`config.mk`:
```
export PLATFORM = sky130hd
export DESIGN_NAME = ysyx_23060191_ifu
export DESIGN_NICKNAME = d
export VERILOG_FILES = /design/src/rtl/ysyx_23060191_ifu_pkg.sv /design/src/rtl/ysyx_23060191_Reg.sv /design/src/rtl/ysyx_23060191_ifu.sv
export SDC_FILE = /design/constraint.sdc
export NUM_CORES = 1
export LEC_CHECK = 0
export ABC_AREA = 1
export BUFFER_PORTS_ARGS = -buffer_cell sky130_fd_sc_hd__clkbuf_2
export CELL_PAD_IN_SITES_DETAIL_PLACEMENT = 0
export CELL_PAD_IN_SITES_GLOBAL_PLACEMENT = 1
export CORE_ASPECT_RATIO = 0.5
export CORE_MARGIN = 3
export CORE_UTILIZATION = 32
export DETAILED_ROUTE_END_ITERATION = 8
export GPL_ROUTABILITY_DRIVEN = 0
export PLACE_DENSITY_LB_ADDON = 0.15
export REMOVE_ABC_BUFFERS = 1
export SLEW_MARGIN = 20
export SYNTH_ARGS = -nofsm -noshare
export SYNTH_HDL_FRONTEND = slang
export SYNTH_HIERARCHICAL = 1
export SYNTH_SLANG_ARGS = --single-unit
```
`constraint.sdc`:
```
create_clock -name clk -period 1.48 [get_ports clk]
set_input_delay 0.148 -clock clk [delete_from_list [all_inputs] [get_ports clk]]
set_output_delay 0.148 -clock clk [all_outputs]
set_load 0.02 [all_outputs]
```
`src/rtl/ysyx_23060191_ifu_pkg.sv`:
```
// Shared constants and state encoding for the instruction fetch unit.
package ysyx_23060191_ifu_pkg;

    localparam int          DEF_CPU_WIDTH = 32;
    localparam logic [31:0] DEF_RESET_PC  = 32'h8000_0000;
    localparam logic [31:0] DEF_NOP_INST  = 32'h0000_0013;

    typedef enum logic [1:0] {
        ST_REQ  = 2'd0,
        ST_WAIT = 2'd1,
        ST_HOLD = 2'd2
    } ifu_state_e;

endpackage

```
`src/rtl/ysyx_23060191_Reg.sv`:
```
// Generic register with synchronous active-high reset and write enable.
module ysyx_23060191_Reg #(
    parameter int               WIDTH     = 1,
    parameter logic [WIDTH-1:0] RESET_VAL = '0
) (
    input  logic             clk,
    input  logic             rst,
    input  logic             wen,
    input  logic [WIDTH-1:0] din,
    output logic [WIDTH-1:0] dout
);

    // storage: reset wins, otherwise load on write enable
    always_ff @(posedge clk) begin
        if (rst) begin
            dout <= RESET_VAL;
        end else if (wen) begin
            dout <= din;
        end
    end

endmodule

```
`src/rtl/ysyx_23060191_ifu.sv`:
```
// Instruction fetch unit: owns the PC, issues one fetch at a time and
// presents each fetched word to the decoder over a valid/ready handshake.
module ysyx_23060191_ifu
    import ysyx_23060191_ifu_pkg::*;
#(
    parameter int                   CPU_WIDTH = DEF_CPU_WIDTH,
    parameter logic [CPU_WIDTH-1:0] RESET_PC  = CPU_WIDTH'(DEF_RESET_PC)
) (
    input  logic                 clk,
    input  logic                 rst,
    output logic                 imem_req_valid,
    input  logic                 imem_req_ready,
    output logic [CPU_WIDTH-1:0] imem_req_addr,
    input  logic                 imem_resp_valid,
    input  logic [CPU_WIDTH-1:0] imem_resp_data,
    input  logic                 imem_resp_err,
    input  logic                 redirect_valid,
    input  logic [CPU_WIDTH-1:0] redirect_pc,
    output logic                 inst_valid,
    input  logic                 inst_ready,
    output logic [CPU_WIDTH-1:0] inst,
    output logic [CPU_WIDTH-1:0] pc,
    output logic                 inst_err
);

    localparam int OUT_W = 2 * CPU_WIDTH + 1;

    ifu_state_e           state_q, state_d;
    logic                 kill_q, kill_d;
    logic                 fetch_pc_we_s;
    logic [CPU_WIDTH-1:0] fetch_pc_q, fetch_pc_d;
    logic [CPU_WIDTH-1:0] target_s;
    logic                 out_we_s;
    logic [OUT_W-1:0]     out_d, out_q;

    assign target_s = redirect_pc & ~CPU_WIDTH'(3);

    // next-state, PC update and output-register load decisions
    always_comb begin
        state_d       = state_q;
        kill_d        = kill_q;
        fetch_pc_we_s = 1'b0;
        fetch_pc_d    = fetch_pc_q;
        out_we_s      = 1'b0;
        out_d = {(imem_resp_err ? CPU_WIDTH'(DEF_NOP_INST) : imem_resp_data),
                 fetch_pc_q, imem_resp_err};
        case (state_q)
            ST_REQ: begin
                if (redirect_valid) begin
                    fetch_pc_we_s = 1'b1;
                    fetch_pc_d    = target_s;
                end else begin
                    fetch_pc_we_s = 1'b0;
                end
                // a request accepted alongside a redirect fetches the old PC
                if (imem_req_ready) begin
                    state_d = ST_WAIT;
                    kill_d  = redirect_valid;
                end else begin
                    state_d = ST_REQ;
                end
            end
            ST_WAIT: begin
                if (redirect_valid) begin
                    fetch_pc_we_s = 1'b1;
                    fetch_pc_d    = target_s;
                    if (imem_resp_valid) begin
                        kill_d  = 1'b0;
                        state_d = ST_REQ;
                    end else begin
                        kill_d  = 1'b1;
                    end
                end else if (imem_resp_valid) begin
                    if (kill_q) begin
                        kill_d  = 1'b0;
                        state_d = ST_REQ;
                    end else begin
                        out_we_s = 1'b1;
                        state_d  = ST_HOLD;
                    end
                end else begin
                    state_d = ST_WAIT;
                end
            end
            ST_HOLD: begin
                // redirect replaces the sequential +4 even if the word was taken
                if (redirect_valid) begin
                    fetch_pc_we_s = 1'b1;
                    fetch_pc_d    = target_s;
                    state_d       = ST_REQ;
                end else if (inst_ready) begin
                    fetch_pc_we_s = 1'b1;
                    fetch_pc_d    = fetch_pc_q + CPU_WIDTH'(4);
                    state_d       = ST_REQ;
                end else begin
                    state_d = ST_HOLD;
                end
            end
            default: begin
                state_d = ST_REQ;
                kill_d  = 1'b0;
            end
        endcase
    end

    // FSM state and kill flag
    always_ff @(posedge clk) begin
        if (rst) begin
            state_q <= ST_REQ;
            kill_q  <= 1'b0;
        end else begin
            state_q <= state_d;
            kill_q  <= kill_d;
        end
    end

    ysyx_23060191_Reg #(
        .WIDTH     (CPU_WIDTH),
        .RESET_VAL (RESET_PC)
    ) u_fetch_pc (
        .clk  (clk),
        .rst  (rst),
        .wen  (fetch_pc_we_s),
        .din  (fetch_pc_d),
        .dout (fetch_pc_q)
    );

    ysyx_23060191_Reg #(
        .WIDTH     (OUT_W),
        .RESET_VAL ({CPU_WIDTH'(0), RESET_PC, 1'b0})
    ) u_out (
        .clk  (clk),
        .rst  (rst),
        .wen  (out_we_s),
        .din  (out_d),
        .dout (out_q)
    );

    // handshake valids are silenced while reset is asserted
    assign imem_req_valid = (state_q == ST_REQ) && !rst;
    assign inst_valid     = (state_q == ST_HOLD) && !rst;
    assign imem_req_addr  = fetch_pc_q;
    assign inst           = out_q[OUT_W-1 -: CPU_WIDTH];
    assign pc             = out_q[CPU_WIDTH:1];
    assign inst_err       = out_q[0];

endmodule

```
==> run_results.csv <==
group,metric,value,unit
logic_synthesis,ys_seq_elements,100,
timing,fin_crit,1600,ps
clock_tree,htree_levels,3,
place,post_dp_cell_area,0.00801,mm2
timing,finalCritPeriodShare,108,%
global_route,grt_pass1_vias,6451,
setup_path,r2r_start,"u_fetch_pc/dout[3]",
timing,fin_skew,7.89,ps
place,port_buffers,167,
place,preCtsSetupSlack,-224,ps
logic_synthesis,ys_seq_area_share,32.5,%
floorplan,initial_core_util,33.1,%
setup_path,startpoint_type,"flip-flop",
final_layout,finalNonFillerCells,1619,
global_route,grt_pass1_wl,34200,um
logic_synthesis,yosysTopAreaCell,"dfxtp_1",
job,drv_cap,0,
logic_synthesis,syn_inst,1080,
clock_tree,cts_hold_buf,0,
final_layout,num_antenna_cells,0,
floorplan,fp-row-count,35,
setup_path,crit_end,"u_fetch_pc/dout[19]",
drt,viasPerCell,4.48,
final_layout,drive_gt1_share,40.4,%
timing,setup_ws,-124,ps
timing,rsz0062_at_grt,"true",
clock_tree,cts.clk_slew.worst_paths,80,ps
global_route,grt_max_degree,66,
final_layout,nFillCells,1954,
power,vdd_ir_drop_max,540,uV
drt,first_pass_iters,5,
clock_tree,cts_root_buf,"clkbuf_16",
logic_synthesis,syn-cell-area,0.00616,mm2
logic_synthesis,synth_edf_count,0,
logic_synthesis,yosys_warnings,6,
min_path,worstHoldStart,"imem_req_ready",
logic_synthesis,synth-async-reset-ratio,0,%
timing,tightest_slew,467,ps
setup_path,reg2reg_depth,13,
logic_synthesis,synth.top_cells.by_count,"306 x nand2_1, 296 x nor2_1, 168 x inv_1",
clock_tree,cts_tree,"built",
setup_path,cp.required,1780,ps
min_path,hold_depth,3,
drt,totalWireLength,22600,um
floorplan,fp.coreArea,0.0186,mm2
floorplan,die_y,104,um
timing,fmax,623,MHz
global_route,grt_usage,20.0,%
global_route,grt_overflow,0,
timing,tns,-3820,ps
status,status,"finished with violations",
logic_synthesis,synthDistinctLibCells,32,
timing,drv_slew,0,
final_layout,final_util,51.8,%
power,p_leak,4.85,nW
clock_tree,cts_num_sinks,100,
setup_path,worst-setup-path-type,"flip-flop to flip-flop",
timing,setup_viol_count_final,77,
setup_path,r2r-end,"u_fetch_pc/dout[19]",
logic_synthesis,synthMostInstantiatedCell,"nand2_1",
place,dp_hpwl,15300,um
timing,finalHoldViolCount,0,
logic_synthesis,synth_top_area_share,32.5,%
drt,drcViolationCount,0,
final_layout,stdcell_area,0.00964,mm2
logic_synthesis,synth_area_per_cell,5.70,um2
clock_tree,clk_latency,360,ps
final_layout,fin_nets,1427,
drt,drt-initial-drc-count,462,
logic_synthesis,synth_area_leaders,"dfxtp_1 33%, nand2_1 19%, nor2_1 18%, inv_1 10%, nand3_1 2.5%",
logic_synthesis,ys.flop_type,"dfxtp_1",
clock_tree,cts-buffers-inserted,9,
power,power_density,780,mW/mm2
min_path,hold_class,"primary input to flip-flop",
setup_path,crit_fanout,4,
setup_path,crit_start,"u_fetch_pc/dout[3]",
floorplan,die_w,202,um
power,total_power,7.53,mW
timing,holdWs,90.3,ps
floorplan,dieArea,0.0210,mm2
drt,vias,7254,
clock_tree,clockBufferDepth,2,
place,dp_cells,1575,
setup_path,rrSetupSlack,-120,ps
status,failed_checks,"setup timing",
drt,ant_nets,0,
setup_path,cp.arrival,1900,ps
setup_path,end_kind,"flip-flop",
drt,wl_per_cell,13.9,um
timing,relSlewSlack,68.9,%
final_layout,synthToLayoutAreaGrowth,56.6,%
floorplan,ios,170,
global_route,grt_antenna_before_repair,0,
-- power by group --
part           leakage [nW]  total [mW]  switching [mW]  internal [mW]
logic                  3.88        1.97            1.15          0.816
registers             0.827        3.00           0.152           2.85
clock network         0.146        2.56            1.22           1.34
-- sequential cells by signal, indices dropped and copies added, names as in the netlist --
signal and cells:
u_out/dout 65, state_q 2, u_fetch_pc/dout 32, kill_q 1
-- repair_timing --
| item | 4_1_cts | 5_1_grt |
|---|---|---|
| pin swaps | 30 | 148 |
| setup buffers | 11 | 9 |
| gates cloned | 2 | 9 |
| gates resized for setup | 99 | 214 |
| endpoints found under the setup margin | 86 | 97 |
-- critical path, stage by stage, from the launching register on --
cell and delay, ps:
dfxtp_2 360, buf_6 110, nand2_4 60, nor2_4 160, nand2_4 90, nor2_4 130, nand2_4 90, o21ai_2 110
nand3_1 90, nand2_2 110, inv_2 30, nand2_1 40, nand2_1 50, nor2_1 100
-- cell type report --
class	instances	area [um2]	area share (%)
Multi-Input combinational cell	758	3910	40.5
Timing Repair Buffer	315	2410	25.0
Sequential cell	100	2050	21.3
Inverter	171	647	6.71
Tap cell	259	324	3.36
Clock buffer	9	225	2.34
Clock inverter	7	81.3	0.843
-- worst min path at each step --
stage	slack, ps	to
after floorplan	220	state_q[1]
final	90	state_q[0]
after CTS	70	state_q[1]
after global routing	100	state_q[1]
after detailed placement	450	state_q[1]
after global placement	440	u_out/dout[32]
-- per-layer routing --
metal,track usage (%),wire [um],vias to the layer above,share of wire [%]
li1,-,-,3781,-
met1,30.1,11700,3302,52
met2,29.6,9620,157,43
met3,3.91,1040,14,4.6
met4,3.51,175,0,0.78
met5,0,0,-,0
-- cells by family (layout without fill, tap and decap cells) --
kind of cell	after synthesis	in the layout	share of synthesized area, %
buffers and inverters	222	502	15.4
flip-flops	100	100	32.5
AND/OR/NAND/NOR	695	695	45.9
adder cells (fa/ha/maj)	1	1	0.203
AO/OA/AOI/OAI	62	62	6.00
-- cells in the final DEF, fill, tap and decap left out, types with 3 or more instances in the layout --
| cell | Yosys | final |
|---|---|---|
| dfxtp_1 | 100 | 78 |
| o211ai_1 | 6 | 6 |
| or2_2 | 9 | 9 |
| o21ai_1 | 9 | 13 |
| buf_6 | 8 | 27 |
| nor2_4 | 6 | 18 |
| dfxtp_2 | 0 | 14 |
| clkbuf_16 | 0 | 16 |
| nand2_1 | 306 | 200 |
| a21oi_2 | 0 | 3 |
| o21ai_2 | 0 | 5 |
| a22oi_1 | 5 | 5 |
| nor2_1 | 296 | 265 |
| buf_12 | 0 | 11 |
| inv_2 | 3 | 11 |
| inv_1 | 168 | 158 |
| o21ai_0 | 16 | 7 |
| dfxtp_4 | 0 | 8 |
| clkbuf_2 | 0 | 166 |
| buf_4 | 4 | 93 |
| nand2_2 | 3 | 78 |
| nand3_2 | 3 | 6 |
| a21oi_1 | 16 | 12 |
| nand3_1 | 31 | 26 |
| nor2_2 | 4 | 23 |
| buf_8 | 0 | 10 |
| nand4_1 | 15 | 15 |
| nor3_1 | 16 | 14 |
| nand2_4 | 0 | 31 |
Note: power is estimated with default switching activity, not from simulation.
